--- src/rtl/img_loader.sv ---
// UART boot-image loader: syncs on 55 AA, parses a size header, streams words into pmem/dmem,
// verifies an 8-bit checksum and reports timeout/header/checksum errors.
module img_loader #(
  parameter int                    ADDR_WIDTH  = 16,
  parameter int                    PMEM_WIDTH  = 18,
  parameter int                    DMEM_WIDTH  = 16,
  parameter logic [ADDR_WIDTH-1:0] DMEM_BASE   = 'h0100,
  parameter int                    PMEM_DEPTH  = 4096,
  parameter int                    TIMEOUT_CYC = 270000
) (
  input  logic                  clk,
  input  logic                  rst,
  input  logic [7:0]            rx_byte,
  input  logic                  rx_valid,
  output logic [ADDR_WIDTH-1:0] pmem_addr,
  output logic [PMEM_WIDTH-1:0] pmem_wdata,
  output logic                  pmem_wen,
  output logic [ADDR_WIDTH-1:0] dmem_addr,
  output logic [DMEM_WIDTH-1:0] dmem_wdata,
  output logic                  dmem_wen,
  output logic                  loading,
  output logic                  done,
  output logic                  err,
  output logic [1:0]            err_code
);

  localparam int PB   = (PMEM_WIDTH + 7) / 8;
  localparam int DB   = (DMEM_WIDTH + 7) / 8;
  localparam int MAXB = (PB > DB) ? ((PB > 4) ? PB : 4) : ((DB > 4) ? DB : 4);
  localparam int BCW  = $clog2(MAXB + 1);
  localparam int TCW  = $clog2(TIMEOUT_CYC + 1);

  typedef enum logic [2:0] {SYNC0, SYNC1, META, PMEM, DMEM, CSUM, FIN, ERR} state_t;

  state_t                  state_reg, state_next;
  logic [BCW-1:0]          byte_cnt_reg;
  logic [TCW-1:0]          to_cnt_reg;
  logic [7:0]              sum_reg;
  logic [15:0]             pmem_size_reg, dmem_size_reg;
  logic [ADDR_WIDTH-1:0]   dmem_end_reg;
  logic [PMEM_WIDTH-1:0]   pmem_shift_reg;
  logic [DMEM_WIDTH-1:0]   dmem_shift_reg;
  logic [ADDR_WIDTH-1:0]   pmem_addr_reg, dmem_addr_reg;
  logic [PMEM_WIDTH-1:0]   pmem_wdata_reg;
  logic [DMEM_WIDTH-1:0]   dmem_wdata_reg;
  logic                    pmem_wen_reg, dmem_wen_reg, loading_reg;
  logic [1:0]              err_code_reg;

  logic                    timed_out, to_active, hdr_bad, err_set;
  logic                    pmem_word_done, dmem_word_done, pmem_last, dmem_last;
  logic [1:0]              err_cause;
  logic [7:0]              sum_next;
  logic [15:0]             dmem_size_full;
  logic [PMEM_WIDTH+7:0]   pmem_cat;
  logic [DMEM_WIDTH+7:0]   dmem_cat;
  logic [ADDR_WIDTH-1:0]   pmem_idx, dmem_idx;

  assign to_active      = (state_reg == SYNC1) || (state_reg == META) || (state_reg == PMEM) ||
                          (state_reg == DMEM)  || (state_reg == CSUM);
  assign timed_out      = !rx_valid && (to_cnt_reg == TCW'(TIMEOUT_CYC - 1));
  assign sum_next       = sum_reg + rx_byte;
  assign dmem_size_full = {dmem_size_reg[15:8], rx_byte};
  assign hdr_bad        = ({16'd0, pmem_size_reg} > 32'(PMEM_DEPTH)) ||
                          ((dmem_size_full % 16'(DB)) != 16'd0);
  assign pmem_cat       = {pmem_shift_reg, rx_byte};
  assign dmem_cat       = {dmem_shift_reg, rx_byte};
  assign pmem_word_done = rx_valid && (byte_cnt_reg == BCW'(PB - 1));
  assign dmem_word_done = rx_valid && (byte_cnt_reg == BCW'(DB - 1));
  // Effective address of the word being completed: a write still in flight bumps it by one word.
  assign pmem_idx       = pmem_addr_reg + (pmem_wen_reg ? ADDR_WIDTH'(1) : '0);
  assign dmem_idx       = dmem_addr_reg + (dmem_wen_reg ? ADDR_WIDTH'(DB) : '0);
  assign pmem_last      = (pmem_idx + ADDR_WIDTH'(1)) == ADDR_WIDTH'(pmem_size_reg);
  assign dmem_last      = (dmem_idx + ADDR_WIDTH'(DB)) == dmem_end_reg;

  always_ff @(posedge clk) begin
    if (rst) state_reg <= SYNC0;
    else     state_reg <= state_next;
  end

  always_comb begin
    state_next = state_reg;
    err_set    = 1'b0;
    err_cause  = 2'd0;
    done       = 1'b0;
    err        = 1'b0;
    case (state_reg)
      SYNC0: if (rx_valid && rx_byte == 8'h55) state_next = SYNC1;
      SYNC1: begin
        if (rx_valid) begin
          if (rx_byte == 8'hAA)      state_next = META;
          else if (rx_byte != 8'h55) state_next = SYNC0;
        end else if (timed_out) state_next = SYNC0;
      end
      META: begin
        if (rx_valid && byte_cnt_reg == BCW'(3)) begin
          if (hdr_bad) begin
            state_next = ERR; err_set = 1'b1; err_cause = 2'd2;
          end else if (pmem_size_reg != 16'd0) state_next = PMEM;
          else if (dmem_size_full != 16'd0)    state_next = DMEM;
          else                                 state_next = CSUM;
        end else if (timed_out) begin
          state_next = ERR; err_set = 1'b1; err_cause = 2'd1;
        end
      end
      PMEM: begin
        if (pmem_word_done && pmem_last)
          state_next = (dmem_size_reg != 16'd0) ? DMEM : CSUM;
        else if (timed_out) begin
          state_next = ERR; err_set = 1'b1; err_cause = 2'd1;
        end
      end
      DMEM: begin
        if (dmem_word_done && dmem_last) state_next = CSUM;
        else if (timed_out) begin
          state_next = ERR; err_set = 1'b1; err_cause = 2'd1;
        end
      end
      CSUM: begin
        if (rx_valid) begin
          if (sum_next == 8'd0) state_next = FIN;
          else begin
            state_next = ERR; err_set = 1'b1; err_cause = 2'd3;
          end
        end else if (timed_out) begin
          state_next = ERR; err_set = 1'b1; err_cause = 2'd1;
        end
      end
      FIN: begin done = 1'b1; state_next = SYNC0; end
      ERR: begin err  = 1'b1; state_next = SYNC0; end
      default: state_next = SYNC0;
    endcase
  end

  always_ff @(posedge clk) begin
    if (rst) begin
      byte_cnt_reg   <= '0;
      to_cnt_reg     <= '0;
      sum_reg        <= '0;
      pmem_size_reg  <= '0;
      dmem_size_reg  <= '0;
      dmem_end_reg   <= '0;
      pmem_shift_reg <= '0;
      dmem_shift_reg <= '0;
      pmem_addr_reg  <= '0;
      dmem_addr_reg  <= '0;
      pmem_wdata_reg <= '0;
      dmem_wdata_reg <= '0;
      pmem_wen_reg   <= 1'b0;
      dmem_wen_reg   <= 1'b0;
      loading_reg    <= 1'b0;
      err_code_reg   <= '0;
    end else begin
      pmem_wen_reg <= 1'b0;
      dmem_wen_reg <= 1'b0;
      if (pmem_wen_reg) pmem_addr_reg <= pmem_addr_reg + ADDR_WIDTH'(1);
      if (dmem_wen_reg) dmem_addr_reg <= dmem_addr_reg + ADDR_WIDTH'(DB);
      if (rx_valid || !to_active) to_cnt_reg <= '0;
      else                        to_cnt_reg <= to_cnt_reg + TCW'(1);
      case (state_reg)
        SYNC1: if (rx_valid && rx_byte == 8'hAA) begin
          loading_reg   <= 1'b1;
          err_code_reg  <= 2'd0;
          sum_reg       <= 8'd0;
          byte_cnt_reg  <= '0;
          pmem_addr_reg <= '0;
          dmem_addr_reg <= DMEM_BASE;
        end
        META: if (rx_valid) begin
          sum_reg <= sum_next;
          case (byte_cnt_reg)
            BCW'(0): pmem_size_reg[15:8] <= rx_byte;
            BCW'(1): pmem_size_reg[7:0]  <= rx_byte;
            BCW'(2): dmem_size_reg[15:8] <= rx_byte;
            default: begin
              dmem_size_reg[7:0] <= rx_byte;
              dmem_end_reg       <= DMEM_BASE + ADDR_WIDTH'(dmem_size_full);
            end
          endcase
          byte_cnt_reg <= (byte_cnt_reg == BCW'(3)) ? '0 : byte_cnt_reg + BCW'(1);
        end
        PMEM: if (rx_valid) begin
          sum_reg        <= sum_next;
          pmem_shift_reg <= pmem_cat[PMEM_WIDTH-1:0];
          if (pmem_word_done) begin
            byte_cnt_reg   <= '0;
            pmem_wen_reg   <= 1'b1;
            pmem_wdata_reg <= pmem_cat[PMEM_WIDTH-1:0];
          end else byte_cnt_reg <= byte_cnt_reg + BCW'(1);
        end
        DMEM: if (rx_valid) begin
          sum_reg        <= sum_next;
          dmem_shift_reg <= dmem_cat[DMEM_WIDTH-1:0];
          if (dmem_word_done) begin
            byte_cnt_reg   <= '0;
            dmem_wen_reg   <= 1'b1;
            dmem_wdata_reg <= dmem_cat[DMEM_WIDTH-1:0];
          end else byte_cnt_reg <= byte_cnt_reg + BCW'(1);
        end
        CSUM: if (rx_valid) sum_reg <= sum_next;
        FIN:  loading_reg <= 1'b0;
        default: ;
      endcase
      if (err_set) err_code_reg <= err_cause;
    end
  end

  assign pmem_addr  = pmem_addr_reg;
  assign pmem_wdata = pmem_wdata_reg;
  assign pmem_wen   = pmem_wen_reg;
  assign dmem_addr  = dmem_addr_reg;
  assign dmem_wdata = dmem_wdata_reg;
  assign dmem_wen   = dmem_wen_reg;
  assign loading    = loading_reg;
  assign err_code   = err_code_reg;

endmodule

--- config.mk ---
export PLATFORM = sky130hd
export DESIGN_NAME = img_loader
export DESIGN_NICKNAME = d
export VERILOG_FILES = /design/src/rtl/img_loader.sv
export SDC_FILE = /design/constraint.sdc
export NUM_CORES = 1
export LEC_CHECK = 0
export ABC_AREA = 1
export CORE_UTILIZATION = 42
export CTS_CLUSTER_DIAMETER = 80
export DETAILED_ROUTE_END_ITERATION = 10
export GPL_TIMING_DRIVEN = 0
export SLEW_MARGIN = 15
export SYNTH_ARGS = -nofsm -noshare
export SYNTH_HDL_FRONTEND = slang
export SYNTH_SLANG_ARGS = --single-unit
--- constraint.sdc ---
create_clock -name clk -period 2.9 [get_ports clk]
set_input_delay 0.58 -clock clk [delete_from_list [all_inputs] [get_ports clk]]
set_output_delay 0.58 -clock clk [all_outputs]
set_load 0.05 [all_outputs]
==> results of run 1 <==
cells by family (layout without fill, tap and decap cells):
family                   count (synthesis)  in the layout  share of synthesized area, %
flip-flops                             161            161                          39.1
other                                    1              1                        0.0455
AO/OA/AOI/OAI                          219            219                          13.8
AND/OR/NAND/NOR                        534            534                          29.4
adder cells (fa/ha/maj)                 25             25                          3.88
XOR/XNOR                                54             54                          5.73
buffers and inverters                  170            282                          8.10
per-stage QoR:
| step | instance area (um^2) | std cells | power, uW |
|---|---|---|---|
| finish | 9990 | 1536 | 4640 |
| global route | 9990 | 1536 | 4770 |
| CTS | 9980 | 1536 | 4680 |
| detailed placement | 9380 | 1504 | 2400 |
| global placement | 9380 | 1504 | 2400 |
| floorplan | 8250 | 1164 | 2330 |
layout by cell type (no fill, tap or decap), types with 3 or more instances in the layout:
cell / synthesis / layout
nand2_1: 214 / 214
buf_1: 3 / 3
dfxtp_1: 161 / 161
or2_2: 5 / 5
nor3b_1: 3 / 3
inv_8: 0 / 6
inv_2: 14 / 14
buf_2: 9 / 9
inv_6: 0 / 3
o21ai_1: 7 / 7
nand2_2: 8 / 8
clkinv_8: 0 / 5
nor2_2: 6 / 6
o21a_1: 3 / 3
nand3_1: 90 / 90
nor4_1: 9 / 9
buf_4: 5 / 5
a211oi_1: 3 / 3
ha_1: 24 / 24
nor2_4: 7 / 7
nor3_1: 16 / 16
o21ai_0: 94 / 94
nand4_1: 22 / 22
nor2_1: 140 / 140
xnor2_1: 23 / 23
a21oi_1: 101 / 101
inv_1: 124 / 124
xor2_1: 31 / 31
o21bai_1: 3 / 3
clkdlybuf4s50_1: 0 / 78
clkbuf_16: 0 / 17
clkbuf_1: 15 / 15
worst paths after layout:
check	start	endpoint	slack (ps)	cells after the start
hold / removal	to_cnt_reg[0]$_SDFF_PP0_	to_cnt_reg[0]$_SDFF_PP0_	450	1
setup reg to reg	pmem_wen$_SDFF_PP0_	state_reg[0]$_SDFFE_PP0P_	410	17
setup / recovery	state_reg[2]$_SDFFE_PP0P_	err	70	3
hold reg to reg	to_cnt_reg[0]$_SDFF_PP0_	to_cnt_reg[0]$_SDFF_PP0_	450	1
layout make-up:
cell class / instances / area (um^2) / area share (%)
multi-input combinational: 833 / 4360 / 43.6
clock inverter: 15 / 184 / 1.84
inverter: 138 / 518 / 5.19
buffer: 32 / 150 / 1.50
sequential: 161 / 3220 / 32.3
tap: 260 / 325 / 3.26
timing repair buffer: 80 / 802 / 8.03
clock buffer: 17 / 425 / 4.26
per-layer routing:
metal  GRT usage, %  vias up  wire length (um)
met1           31.5     3510             11000
li1               -     4011                 -
met4           5.60        0               201
met2           39.0      177             10500
met3           3.60       19               858
met5              0        -                 0
power by group through the flow:
| stage | combinational [uW] | clock (uW) | sequential, uW |
|---|---|---|---|
| 6_report | 141 | 2290 | 2210 |
| 5_1_grt | 151 | 2410 | 2210 |
| 4_1_cts | 139 | 2330 | 2210 |
| 3_5_place_dp | 139 | 0 | 2260 |
| 3_3_place_gp | 139 | 0 | 2260 |
| 2_1_floorplan | 72.7 | 0 | 2260 |
repair_timing:
item / 4_1_cts / 5_1_grt
endpoints found under the hold margin: 0 / 0
setup endpoints to repair: 1 / 1
resized for setup: 1 / 1
==> reports/results.ini, run 1 <==
[outcome]
status = completed

[finish]
final_layout_size_suffix_gt1_share_pct = 7.52
syn_to_final_growth_pct = 21.0
antennaDiodeCount = 0
fillers = 1915
final_util_pct = 52.7
fin_nets = 1299
largest_reg_flops = 19

[logic_synthesis]
avgSynthCellArea_um2 = 7.09
syn-cell-area_um2 = 8250
ys.flop_type = dfxtp_1
synth_area_leaders = dfxtp_1 (39%), nand2_1 (9.7%), nor2_1 (6.4%)
yosys-top-cells-count = nand2_1 (214), dfxtp_1 (161), nor2_1 (140)
synth-edff-count = 0
synthArstFlopShare_pct = 0
yosysWarnings = 0
synth_cell_type_count = 45
yosysMostFrequentCell = nand2_1
postSynthCellCount = 1164
yosysTopAreaCell = dfxtp_1
ys_seq_area_share_pct = 39.1
synth.net_count = 1200
yosys.area.top_type_share_pct = 39.1
synth_seq_cells = 161

[sta]
finalCritPeriodShare_pct = 97.6
max_slew_margin_pct = 44.4
tns_ps = 0
rsz0062_at_grt = false
layout_setup_ws_ps = 69.3
fin_worst_skew_ps = 13.6
final_hold_viol_count = 0
layout_min_cycle_time_ps = 2830
setup_violations = 0
whs_ps = 452
tightest_slew_ps = 827
slew_violations = 0
fmax_mhz = 353

[pwr]
pwr_density_cell_nw_per_um2 = 465
power_frac_seq_pct = 47.6
peakVddDrop_v = 0.000402
clockPowerShare_pct = 49.4
internal-power_uw = 3420
p_switching_uw = 1230
power_leakage_uw = 0.00397
p_comb_share_pct = 3.0
power.share.switching_pct = 26.4

[clocking]
cts_made_buffers = 17
cts_max_level = 4
clk_latency_ps = 440
path_clk_slew_ps = 70
tritoncts = yes
post-cts-setup-buffers = 0
clockBufferDepth = 2
cts_hold_buf = 0
cts_sinks = 161
cts_root_buffer = clkbuf_16

[placement]
hpwl_um = 16600
pre_cts_ws_ps = -282
gp_congestion = 0.902
port_buffers = 80

[routing]
drt_pass1_iterations = 5
wirelength_um = 22500
ant_nets = 0
drt-vias-per-instance = 5.02
wl_per_cell_um = 14.7
vias = 7717
drt-initial-drc-count = 510
drc_errors = 0

[worst_setup_path]
path_buf_inv = 2
criticalPathCategory = reg2out
cpPeakStageDelay_ps = 870
cp.required_ps = 2320
cp_slowest_cell = clkdlybuf4s50_1
cp.arrival_ps = 2250
start_kind = flip-flop
crit_family = buffers and inverters
crit_fanout = 6
crit_path_end_kind = primary output
crit_path_cell_trace = inv_2, nor3_1, clkdlybuf4s50_1

[job]
cap_viol_max_count = 0

[die]
dieArea_um2 = 20200
core_area_um2 = 19000
initial_utilization_pct = 43.5
dieWidth_um = 142
rows = 50
ios = 84
die_height_um = 142

[grt]
antenna_found_initial = 0
grt_pass1_wl_um = 37000
grt_pass1_vias = 7236
grt_start_max_net_pins = 20
grt.overflow.total = 0
grt_use_total_pct = 23.4

[worst_hold_path]
hold_path_class = reg2reg

Power figures use the tool's default switching activity.
==> inputs of run 2 (changes only) <==
--- a/config.mk
+++ b/config.mk
@@ -9,6 +9,7 @@
 export CORE_UTILIZATION = 42
 export CTS_CLUSTER_DIAMETER = 80
 export DETAILED_ROUTE_END_ITERATION = 10
+export DONT_BUFFER_PORTS = 1
 export GPL_TIMING_DRIVEN = 0
 export SLEW_MARGIN = 15
 export SYNTH_ARGS = -nofsm -noshare
==> run 2 against run 1 <==
Against the previous run:
- critical path type is now reg2reg
- largest cell class unchanged
- power fell by 2.4%
- via count fell by 3.7%
- wire length fell by 2.6%
- die area did not move
- clock power fell by 3%
==> reports/results.ini, run 2 (same netlist as run 1, synthesis figures left out) <==
[clocking]
path_clk_slew_ps = 70  ; about the same
cts_sinks = 161  ; unchanged
cts_max_level = 4  ; unchanged
clk_latency_ps = 420  ; -20 ps
cts_made_buffers = 17  ; unchanged
cts_hold_buf = 0  ; unchanged
cts_root_buffer = clkbuf_16
clockBufferDepth = 2  ; unchanged
tritoncts = yes

[pwr]
power_uw = 4530  ; -2.4%
pwr_density_cell_nw_per_um2 = 493  ; +5.9%
power_leakage_uw = 0.00367  ; -7.5%
peakVddDrop_v = 0.000376  ; -6.5%

[worst_setup_path]
cp.required_ps = 3220  ; +900 ps
cp_slowest_cell = dfxtp_4
cpPeakStageDelay_ps = 460  ; -410 ps
crit_path_end_kind = flip-flop
crit_path_cell_trace = inv_1, ha_1, inv_1, ha_1, nand3_1, nor2_4, nand2_1, nand2_1, nand2_1, nor2_1, nand2_1, nor2_1, nand3_1, a21oi_1, nand3_1, nand2_1, inv_1
cp_common_cell = nand2_1
r2r_end = state_reg[0]$_SDFFE_PP0P_
criticalPathCategory = reg2reg
rr_worst_depth = 17  ; unchanged
reg2reg_from = pmem_wen$_SDFF_PP0_
start_kind = flip-flop
r2r_slack_ps = 250  ; -160 ps
crit_fanout = 6  ; unchanged
cp.arrival_ps = 2970  ; +720 ps

[die]
ios = 84  ; unchanged
initial_utilization_pct = 43.5  ; unchanged
dieArea_um2 = 20200  ; unchanged
rows = 50  ; unchanged
core_area_um2 = 19000  ; unchanged
dieWidth_um = 142  ; unchanged
die_height_um = 142  ; unchanged

[routing]
wl_met1_um = 10200  ; -7.5%
drt-vias-per-instance = 5.10  ; +1.4%
drt-initial-drc-count = 455  ; -11%
met2_length_um = 10200  ; -2.7%
wl_per_cell_um = 15.1  ; +2.6%
drt_pass1_iterations = 5  ; unchanged
drc_errors = 0  ; unchanged
vias = 7431  ; -3.7%
wl_met3_um = 1350  ; +57%
ant_nets = 0  ; unchanged
highest_layer = met4
wirelength_um = 22000  ; -2.6%

[sta]
finalCritPeriodShare_pct = 91.3  ; -6.4 points
layout_min_cycle_time_ps = 2650  ; -184 ps
whs_ps = 317  ; -136 ps
fmax_mhz = 378  ; +7.0%
final_hold_viol_count = 0  ; unchanged
tightest_slew_ps = 914  ; +87.2 ps
max_slew_margin_pct = 38.7  ; -5.6 points
slew_violations = 0  ; unchanged
fin_worst_skew_ps = 8.67  ; -4.91 ps
setup_violations = 0  ; unchanged
rsz0062_at_grt = false

[finish]
final_layout_size_suffix_gt1_share_pct = 8.76  ; +1.2 points
syn_to_final_growth_pct = 11.5
antennaDiodeCount = 0  ; unchanged
fin_nets = 1221  ; -6.0%
largest_reg_flops = 19  ; unchanged
final_cell_mix = nand2_1 (214), dfxtp_1 (155), nor2_1 (140), inv_1 (123), a21oi_1 (101)
final_util_pct = 48.5  ; -4.2 points
layout_commonest_cell = nand2_1

[grt]
grt_use_total_pct = 22.4  ; -0.95 points
grt_start_max_net_pins = 17  ; -15%
grt_pass1_wl_um = 35300  ; -4.4%
antenna_found_initial = 0  ; unchanged
grt_pass1_vias = 6744  ; -6.8%
grt.overflow.total = 0  ; unchanged

[worst_hold_path]
min_delay_path_depth = 2  ; +1
hp-start = rx_byte[0]
hold_path_class = in2reg
holdPathEnd = dmem_shift_reg[0]$_SDFFE_PP0P_

[outcome]
status = completed

[placement]
port_buffers = 0  ; -100%
gp_congestion = 0.902  ; about the same
hpwl_um = 16300  ; -1.9%

[job]
cap_viol_max_count = 0  ; unchanged

run 2: changes by cell type in the layout (fill, tap and decap cells not counted), sizes merged:
cell | before | now
inv | 147 | 143
dlymetal6s2s | 1 | 0
clkinvlp | 0 | 1
clkdlybuf4s50 | 78 | 0
clkbuf | 32 | 35
dlygate4sd2 | 1 | 0
clkinv | 6 | 5
buf | 17 | 19
bufinv | 0 | 1
run 2: area by class of cell:
type	count	area (um^2)
plain buffers	32	150
clock buffers	20	457
fillers	1876	9760
repair buffers	2	11.3
inverters	138	518
clock inverters	12	121
well taps	260	325
flip-flops and latches	161	3240
multi-input cells	833	4380
run 2: report_power, final:
| group | switching (uW) | internal, uW |
|---|---|---|
| Sequential | 0.199 | 2210 |
| Clock | 965 | 1250 |
| Combinational | 90.5 | 23.8 |
| Total | 1060 | 3480 |
run 2: what timing repair did:
action / 4_1_cts / 5_1_grt
pin swaps: 0 / 0
setup buffers: 0 / 0
endpoints found under the setup margin: 3 / 3
resized for setup: 2 / 10
run 2: worst max path at each step:
| stage | slack [ps] | start | end | cells past startpoint |
|---|---|---|---|---|
| finish | 250 | pmem_wen$_SDFF_PP0_ | state_reg[0]$_SDFFE_PP0P_ | 17 |
| global route | 3 | pmem_addr[4]$_SDFF_PP0_ | state_reg[0]$_SDFFE_PP0P_ | 13 |
| CTS | 30 | dmem_wen$_SDFF_PP0_ | state_reg[0]$_SDFFE_PP0P_ | 19 |
| detailed placement | -100 | pmem_wen$_SDFF_PP0_ | state_reg[0]$_SDFFE_PP0P_ | 17 |
| global placement | -40 | pmem_wen$_SDFF_PP0_ | state_reg[0]$_SDFFE_PP0P_ | 17 |
| floorplan | 450 | pmem_wen$_SDFF_PP0_ | state_reg[0]$_SDFFE_PP0P_ | 17 |
run 2: stage by stage:
step	cells	cell area [um^2]	setup slack [ps]	TNS, ps
after floorplan	1164	8250	453	0
after global placement	1424	8580	-35.4	-35.4
after detailed placement	1426	8600	-98.2	-162
after CTS	1458	9180	26.4	0
after global routing	1458	9200	3.29	0
final	1458	9200	254	0
run 2: metal layers:
metal  global-route usage, %  up-vias
li1                        -     3851
met1                    29.3     3374
met4                    5.21        0
met3                    5.42       23
met2                    37.2      183
met5                       0        -
run 2: worst max-delay path: cells and delay by family, from the launching register on:
kind	cells	cell delay (ps)
and+or+nand+nor	11	1240
DFF	1	460
adders and majority gates	2	410
AOI/OAI and AO/OA	1	220
buffers and inverters	3	210
